**src/rtl/usb_rx_seq.sv**
```systemverilog
// ---------------------------------------------------------------------------
// usb_rx_seq
//   Receive-side sequencer in front of the bit unstuffer. Takes the NRZI
//   decoded line stream one bit per clock, hunts for the SYNC pattern, then
//   gates packet and EOP bits into the unstuffer. Flags bit-stuff, EOP and
//   length errors at packet end, and a timeout when SYNC never shows up.
//
// Ports
//   clk             system clock, one line bit per cycle
//   rst_b           asynchronous active-low reset
//   rx_en           level: a packet is expected
//   line_bit        NRZI-decoded bit (ignored while line_se0=1)
//   line_se0        line is in SE0 this cycle
//   bstr_out        bit to the unstuffer
//   bstr_out_avail  bstr_out valid (packet and EOP bits, never SYNC)
//   out_done        1-cycle pulse when a packet ends (good or error)
//   rx_busy         high from SYNC match through EOP
//   rx_err          1-cycle pulse coincident with out_done on error
//   err_code        01 stuff, 10 bad EOP, 11 overflow; held until next error
//   rx_timeout      1-cycle pulse after TIMEOUT_CYC cycles in HUNT
//
// Every output is a flop: the line sample taken in cycle N is reflected on
// the outputs in cycle N+1.
// ---------------------------------------------------------------------------
module usb_rx_seq #(
  parameter int SYNC_MIN_ZEROS = 5,
  parameter int MAX_BITS       = 1100,
  parameter int TIMEOUT_CYC    = 255
) (
  input  logic       clk,
  input  logic       rst_b,
  input  logic       rx_en,
  input  logic       line_bit,
  input  logic       line_se0,
  output logic       bstr_out,
  output logic       bstr_out_avail,
  output logic       out_done,
  output logic       rx_busy,
  output logic       rx_err,
  output logic [1:0] err_code,
  output logic       rx_timeout
);

  localparam int BIT_W = $clog2(MAX_BITS + 1);
  localparam int TO_W  = $clog2(TIMEOUT_CYC + 1);

  localparam logic [BIT_W-1:0] BIT_MAX  = BIT_W'(MAX_BITS);
  localparam logic [TO_W-1:0]  TO_MAX   = TO_W'(TIMEOUT_CYC);
  localparam logic [2:0]       ZERO_MIN = 3'(SYNC_MIN_ZEROS);

  // Six consecutive ones are legal (the seventh must have been stuffed).
  localparam logic [2:0] ONES_LIMIT = 3'd6;

  localparam logic [1:0] ERR_STUFF = 2'b01;
  localparam logic [1:0] ERR_EOP   = 2'b10;
  localparam logic [1:0] ERR_OVFL  = 2'b11;

  typedef enum logic [2:0] {
    S_IDLE,
    S_HUNT,
    S_DATA,
    S_EOP1,
    S_EOP2,
    S_DONE,
    S_ERR
  } state_t;

  state_t state, state_nxt;

  logic [2:0]       zero_cnt, zero_nxt;
  logic [2:0]       ones_run, ones_nxt;
  logic [BIT_W-1:0] bit_cnt,  bit_nxt;
  logic [TO_W-1:0]  to_cnt,   to_nxt;

  logic             bstr_nxt;
  logic             avail_nxt;
  logic             done_nxt;
  logic             busy_nxt;
  logic             err_nxt;
  logic [1:0]       code_nxt;
  logic             timeout_nxt;

  logic [TO_W-1:0]  to_inc;
  logic [BIT_W-1:0] bit_inc;

  // Saturating increment for the SYNC zero counter: a long idle-zero stretch
  // must not wrap back below the SYNC threshold.
  function automatic logic [2:0] sat_inc3(input logic [2:0] v);
    return (v == 3'd7) ? v : v + 3'd1;
  endfunction

  assign to_inc  = to_cnt + TO_W'(1);
  assign bit_inc = bit_cnt + BIT_W'(1);

  // ---- next-state / next-output decode ----
  always_comb begin
    state_nxt   = state;
    zero_nxt    = zero_cnt;
    ones_nxt    = ones_run;
    bit_nxt     = bit_cnt;
    to_nxt      = to_cnt;
    bstr_nxt    = 1'b0;
    avail_nxt   = 1'b0;
    code_nxt    = err_code;
    timeout_nxt = 1'b0;

    if (state != S_IDLE && !rx_en) begin
      // Abort has priority over any error, DONE or timeout in the same cycle.
      state_nxt = S_IDLE;
    end else begin
      unique case (state)
        S_IDLE: begin
          if (rx_en) begin
            state_nxt = S_HUNT;
            zero_nxt  = 3'd0;
            to_nxt    = '0;
          end
        end

        S_HUNT: begin
          to_nxt = to_inc;
          if (line_se0) begin
            zero_nxt = 3'd0;
          end else if (!line_bit) begin
            zero_nxt = sat_inc3(zero_cnt);
          end else if (zero_cnt >= ZERO_MIN) begin
            // SYNC-terminating 1: consumed here, never forwarded.
            state_nxt = S_DATA;
            ones_nxt  = 3'd0;
            bit_nxt   = '0;
          end else begin
            zero_nxt = 3'd0;
          end
          // A SYNC completing on the last allowed cycle still wins.
          if (state_nxt == S_HUNT && to_inc == TO_MAX) begin
            state_nxt   = S_IDLE;
            timeout_nxt = 1'b1;
          end
        end

        S_DATA: begin
          if (line_se0) begin
            state_nxt = S_EOP1;
            avail_nxt = 1'b1;
          end else if (line_bit && ones_run == ONES_LIMIT) begin
            state_nxt = S_ERR;
            code_nxt  = ERR_STUFF;
          end else if (bit_cnt == BIT_MAX) begin
            state_nxt = S_ERR;
            code_nxt  = ERR_OVFL;
          end else begin
            bstr_nxt  = line_bit;
            avail_nxt = 1'b1;
            bit_nxt   = bit_inc;
            ones_nxt  = line_bit ? ones_run + 3'd1 : 3'd0;
          end
        end

        S_EOP1: begin
          if (line_se0) begin
            state_nxt = S_EOP2;
            avail_nxt = 1'b1;
          end else begin
            state_nxt = S_ERR;
            code_nxt  = ERR_EOP;
          end
        end

        S_EOP2: begin
          if (line_se0) begin
            state_nxt = S_ERR;
            code_nxt  = ERR_EOP;
          end else begin
            state_nxt = S_DONE;
          end
        end

        S_DONE:  state_nxt = S_IDLE;
        S_ERR:   state_nxt = S_IDLE;
        default: state_nxt = S_IDLE;
      endcase
    end

    // Status outputs follow the state being entered so they line up with it.
    done_nxt = (state_nxt == S_DONE) || (state_nxt == S_ERR);
    err_nxt  = (state_nxt == S_ERR);
    busy_nxt = (state_nxt == S_DATA) || (state_nxt == S_EOP1) ||
               (state_nxt == S_EOP2);
  end

  // ---- state and counter registers ----
  always_ff @(posedge clk or negedge rst_b) begin
    if (!rst_b) begin
      state    <= S_IDLE;
      zero_cnt <= 3'd0;
      ones_run <= 3'd0;
      bit_cnt  <= '0;
      to_cnt   <= '0;
    end else begin
      state    <= state_nxt;
      zero_cnt <= zero_nxt;
      ones_run <= ones_nxt;
      bit_cnt  <= bit_nxt;
      to_cnt   <= to_nxt;
    end
  end

  // ---- output registers ----
  always_ff @(posedge clk or negedge rst_b) begin
    if (!rst_b) begin
      bstr_out       <= 1'b0;
      bstr_out_avail <= 1'b0;
      out_done       <= 1'b0;
      rx_busy        <= 1'b0;
      rx_err         <= 1'b0;
      err_code       <= 2'b00;
      rx_timeout     <= 1'b0;
    end else begin
      bstr_out       <= bstr_nxt;
      bstr_out_avail <= avail_nxt;
      out_done       <= done_nxt;
      rx_busy        <= busy_nxt;
      rx_err         <= err_nxt;
      err_code       <= code_nxt;
      rx_timeout     <= timeout_nxt;
    end
  end

endmodule

```
**config.mk**
```make
export PLATFORM = sky130hd
export DESIGN_NAME = usb_rx_seq
export DESIGN_NICKNAME = d
export VERILOG_FILES = /design/src/rtl/usb_rx_seq.sv
export SDC_FILE = /design/constraint.sdc
export NUM_CORES = 1
export LEC_CHECK = 0
export ABC_AREA = 0
export BUFFER_PORTS_ARGS = -buffer_cell sky130_fd_sc_hd__clkbuf_2
export CAP_MARGIN = 40
export CELL_PAD_IN_SITES_DETAIL_PLACEMENT = 1
export CELL_PAD_IN_SITES_GLOBAL_PLACEMENT = 2
export CORE_ASPECT_RATIO = 1.25
export CORE_MARGIN = 8
export CORE_UTILIZATION = 30
export CTS_CLUSTER_DIAMETER = 120
export CTS_CLUSTER_SIZE = 24
export DETAILED_ROUTE_END_ITERATION = 12
export PLACE_DENSITY = 0.66
export SETUP_SLACK_MARGIN = 0.02
export SYNTH_ARGS = -nofsm -noshare
export SYNTH_HDL_FRONTEND = slang
export SYNTH_SLANG_ARGS = --single-unit
```
**constraint.sdc**
```tcl
create_clock -name clk -period 3.5 [get_ports clk]
set_input_delay 0.35 -clock clk [delete_from_list [all_inputs] [get_ports clk]]
set_output_delay 0.35 -clock clk [all_outputs]
set_load 0.1 [all_outputs]
```
======== Word-level counts from Yosys, hierarchy flattened ========
Index checks and enable logic that the tools add are counted.
storage, ports and cells
  bits in registers ....................... 36
operators by class
  bitwise gates (word level) .............. 1
  add/subtract/negate cells ............... 4
  reduce and logical (&&, ||, !) cells .... 16
  muxes and demuxes ....................... 57
  $lt $le $gt $ge ......................... 1
  equality and inequality tests ........... 26
operator list
  kind                                                              number
  3-bit two-way mux                                                 23
  11-bit two-way mux                                                6
  11-bit one-hot mux with 2 select lines                            1
  3-bit == test (second input constant)                             6
  2-bit inequality test (second input constant)                     9
  8-bit one-hot mux with 2 select lines                             1
  3-bit one-hot mux with 5 select lines                             1
  2-bit two-way mux                                                 7
  1-bit two-way mux                                                 13
  3-bit by 2-bit == test with 1-bit output (second input constant)  4
  3-bit one-hot mux with 2 select lines                             2
  11-bit by 1-bit adder with 11-bit output (second input constant)  1
  11-bit == test (second input constant)                            1
  8-bit by 1-bit adder with 8-bit output (second input constant)    1
  8-bit == test (second input constant)                             1
  8-bit two-way mux                                                 1
  4-bit inequality test (second input constant)                     2
  8-bit AND reduction                                               1
  3-bit by 1-bit adder with 3-bit output (second input constant)    2
  3-bit by 1-bit == test with 1-bit output (second input constant)  2
  2-bit one-hot mux with 3 select lines                             1
  6-bit AND reduction                                               1
  3-bit nonzero test                                                2
  5-bit AND reduction                                               1
  10 further kinds                                                  15

======== Logic depth before layout (Yosys ltp) ========
  word-level depth ........................ 14
  mapped depth ............................ 8
  depth with buffers taken out ............ 7

======== Worst setup path after synthesis ========
OpenSTA, ideal clock, no wires.
  path kind ............................... reg-to-reg
  start ................................... register zero_cnt[1]
  end ..................................... register bit_cnt[10]
  clock period less this slack ............ 1,904 ps
  arrival time ............................ 1,780 ps
  data required time ...................... 3,376 ps
  library setup time ...................... 124 ps
  setup slack ............................. 1,596 ps
  path buffers ............................ 0
  cell stages (with the launch flop) ...... 8
  cells stage by stage .................... dfrtp_1 -> inv_1 -> ha_1 -> nor3_1 -> or3_1 -> o221a_4 -> or2_4 -> a211o_1
between the ends
  longest elaborated chain between the ends .. 3
ends and longest elaborated chain
  item                                    line  RTL
  start, declared                         70    logic [2:0] zero_cnt, zero_nxt;
  start signal, assigned                  201   zero_cnt <= zero_nxt;
  3-bit greater-or-equal comparator       126   end else if (zero_cnt >= ZERO_MIN) begin
  2-bit inequality test (no source line)  n/a
  8-bit AND reduction (no source line)    n/a
  end signal, assigned                    203   bit_cnt <= bit_nxt;
  end, declared                           72    logic [BIT_W-1:0] bit_cnt, bit_nxt;
Every way passes these cells.
A chain may end at the register's enable or synchronous reset.

======== Final worst setup path ========
  start ................................... register state[2]
  end ..................................... register ones_run[2]
between the ends
  longest elaborated chain between the ends .. 4
  elaborated cells on any way between the ends .. 14
  classes of those cells .................. eq/ne: 8; mux: 1; bitwise: 1; reduce/logical: 4
ends and longest elaborated chain
  item                                                         line  RTL
  start, declared                                              68    state_t state, state_nxt;
  start signal, assigned                                       200   state <= state_nxt;
  branches (longest 4 deep; another with 8-bit AND reduction)  n/a
  end signal, assigned                                         202   ones_run <= ones_nxt;
  end, declared                                                71    logic [2:0] ones_run, ones_nxt;
Parallel ways; which one is timed is not known.

==> run_results.csv <==
group,metric,value,unit
flow_run,cap_viol_max_count,0,
clocking,clock_path_buffers,2,
die,ios,13,
yosys,yosys-top-cells-count,"dfrtp_1, o21ai_0, nand2_1",
global_routing,overflow,0,
route,num_vias,1743,
die,start_util,0.303,
placement,place_inst,316,
placement,place_congestion,0.737,
setup_path,endpoint_kind,"flip-flop",
sta,setup_viol,0,
global_routing,top_usage_layer,"met2",
yosys,netlist_top_cells_area,"dfrtp_1, o21ai_0, ha_1",
setup_path,path_class,"flip-flop to flip-flop",
layout,final_nets,247,
run_status,status,"finished clean",
yosys,seq_area_frac_synth,0.436,
setup_path,worst_path_max_delay_cell,"dfrtp_1",
layout,multiInputGateArea,1080,um2
setup_path,cp_top_family,"simple AND/OR/NAND/NOR gates",
setup_path,worst-path-max-fanout,14,
global_routing,grt_first_pass_wirelength,9.36,mm
clocking,cts_resized,0,
layout,regArea,901,um2
clocking,clk_latency,290,ps
die,die_w,90.2,um
sta,rsz0062_at_grt,"no",
clocking,cts_tree,"yes",
yosys,synth_cell_types,50,
yosys,synthArstFlopShare,1.00,
sta,fin_crit_sh,0.659,
die,fp.coreArea,6810,um2
sta,finalHoldViolCount,0,
route,drt_iter0_markers,65,
setup_path,crit_chain,"nand2b_1 -> or3_1 -> o221a_4 -> or2_4 -> a211o_1",
sta,max_freq,433,MHz
clocking,cts.reportedPaths.clkPinSlew,80,ps
power,leakagePower,1.02,nW
sta,layout_min_cycle_time,2310,ps
die,dieHeight,109,um
yosys,synth_top_area_cell,"dfrtp_1",
global_routing,grt_util_all_layers,0.118,
yosys,synth-xor-area-share,0,
yosys,synth_fa_ha_area_frac,0.0545,
setup_path,path_buf_inv,0,
clocking,cts_sinks,36,
placement,post_dp_cell_area,2230,um2
global_routing,grtUsageMet2,0.232,
clocking,hold_buffers,0,
yosys,synth_edf_count,0,
die,die_area,9810,um2
yosys,yosysMostFrequentCell,"dfrtp_1",
global_routing,use_met3,0.0227,
route,routedWlPerCell,16.9,um
sta,finalSetupTns,0,ps
route,wirelength,5.46,mm
route,route.detailed.drc,0,
layout,layout-area-overhead-vs-synth,13.1,%
global_routing,grt_use_met1,0.125,
setup_path,required,3670,ps
die,fp-row-count,34,
layout,antenna_cells,0,
layout,fill_cells,799,
clocking,htreeDepth,2,
power,vdd_drop_max,122,uV
yosys,synth_top_family_by_area,"simple AND/OR/NAND/NOR gates",
global_routing,grt_pass1_vias,1830,
sta,setup_slack,1190,ps
yosys,synth.avg_cell_area,9.39,um2
clocking,cts_root_buffer,"clkbuf_8",
sta,skew,15.5,ps
layout,stdcell_count,324,
yosys,synth_top_area_frac,0.436,
hold_path,hold_path.class,"input pin to async pin",
placement,hpwlAfterDp,4.03,mm
global_routing,grt_max_degree,21,
setup_path,slowest_delay,510,ps
yosys,syn_inst,220,
yosys,synthMuxAreaShare,0.0109,
yosys,synth_area,2070,um2
placement,place_ws,1210,ps
yosys,yosys.area_share.simple,0.232,
placement,portBuffers,12,
clocking,cts_setup_buffers,0,
yosys,syn-num-nets,234,
layout,final_core_util,0.343,
yosys,synth_warnings,0,
sta,slew_headroom,0.579,
power,power.density,368,nW/um2
route,drtAntennaViolNets,0,
yosys,ys.flop_type,"dfrtp_1",
route,firstDrtPassIters,4,
layout,drive_above_1_share,0.124,
setup_path,cp_data_arrival_time,2470,ps
power,p_total,0.860,mW
global_routing,grt_antenna_before_repair,0,
setup_path,start_kind,"flip-flop",
sta,report.final.slew_viol_count,0,
yosys,yosys_register_bits,36,
layout,final_area,2340,um2
sta,whs,8.94,ps
route,vias_per_cell,5.38,
clocking,cts_made_buffers,5,
sta,tightest_slew,627,ps
yosys,synth_compound_area_frac,0.227,
## report_power, final
part / total [mW] / internal, mW / switching [mW]
sequential: 0.436 / 0.422 / 0.0134
clock: 0.369 / 0.212 / 0.157
combinational: 0.0556 / 0.0182 / 0.0375
## worst paths after layout
kind / cells past startpoint / slack (ps) / endpoint / start
worst max-delay path: 5 / 1190 / ones_run[2]$_DFFE_PN0P_ / state[2]$_DFF_PN0_
worst min-delay path: 1 / 9 / bit_cnt[2]$_DFFE_PN0P_ / rst_b
worst max register to register: 5 / 1190 / ones_run[2]$_DFFE_PN0P_ / state[2]$_DFF_PN0_
worst min register to register: 2 / 510 / to_cnt[7]$_DFFE_PN0P_ / to_cnt[7]$_DFFE_PN0P_
max in group asynchronous: 2 / 2990 / zero_cnt[2]$_DFFE_PN0P_ / rst_b
min in group clk: 3 / 430 / bstr_out_avail$_DFF_PN0_ / rx_en
## logic make-up (layout without fill, tap and decap cells)
group | after synthesis | count (layout)
simple gates | 86 | 86
compound gates | 69 | 69
flops | 36 | 36
buf+inv | 18 | 32
fa+ha+maj | 9 | 9
mux | 2 | 2
## layout make-up
| cell class | count | share of cell area |
|---|---|---|
| multi-input cells | 166 | 0.463 |
| inverters | 10 | 0.0161 |
| well taps | 90 | 0.0482 |
| clock inverters | 2 | 0.0150 |
| repair buffers | 14 | 0.0407 |
| clock buffers | 6 | 0.0311 |
| flip-flops and latches | 36 | 0.386 |
## worst register-to-register path, stage by stage, from the launching register on
cell and delay, ps:
dfrtp_1 510, nand2b_1 230, or3_1 490, o221a_4 380
or2_4 290, a211o_1 290
## routing by layer
layer,part of all wire,vias to the layer above
li1,-,850
met4,0.011,0
met3,0.018,7
met5,0,-
met1,0.42,871
met2,0.55,15
## flip-flops by register name, indices dropped and copies added, names as in the netlist, 2 cells and up
name / flops
err_code: 2
state: 3
ones_run: 3
to_cnt: 8
bit_cnt: 11
zero_cnt: 3
## cells in the final DEF (no fill, tap or decap), types with 4 or more instances in the layout
| cell type | netlist | final |
|---|---|---|
| clkbuf_8 | 0 | 5 |
| o31ai_1 | 14 | 14 |
| nand2_1 | 17 | 17 |
| nor2_1 | 14 | 14 |
| clkbuf_2 | 0 | 12 |
| nand3_1 | 8 | 8 |
| and3_1 | 4 | 4 |
| nor3_1 | 4 | 4 |
| ha_1 | 9 | 9 |
| or3_1 | 5 | 5 |
| nor2b_1 | 7 | 7 |
| a21oi_1 | 10 | 10 |
| nand4_1 | 7 | 7 |
| inv_1 | 9 | 9 |
| o21ai_0 | 23 | 23 |
| dfrtp_1 | 36 | 36 |
Power figures use the tool's default switching activity.
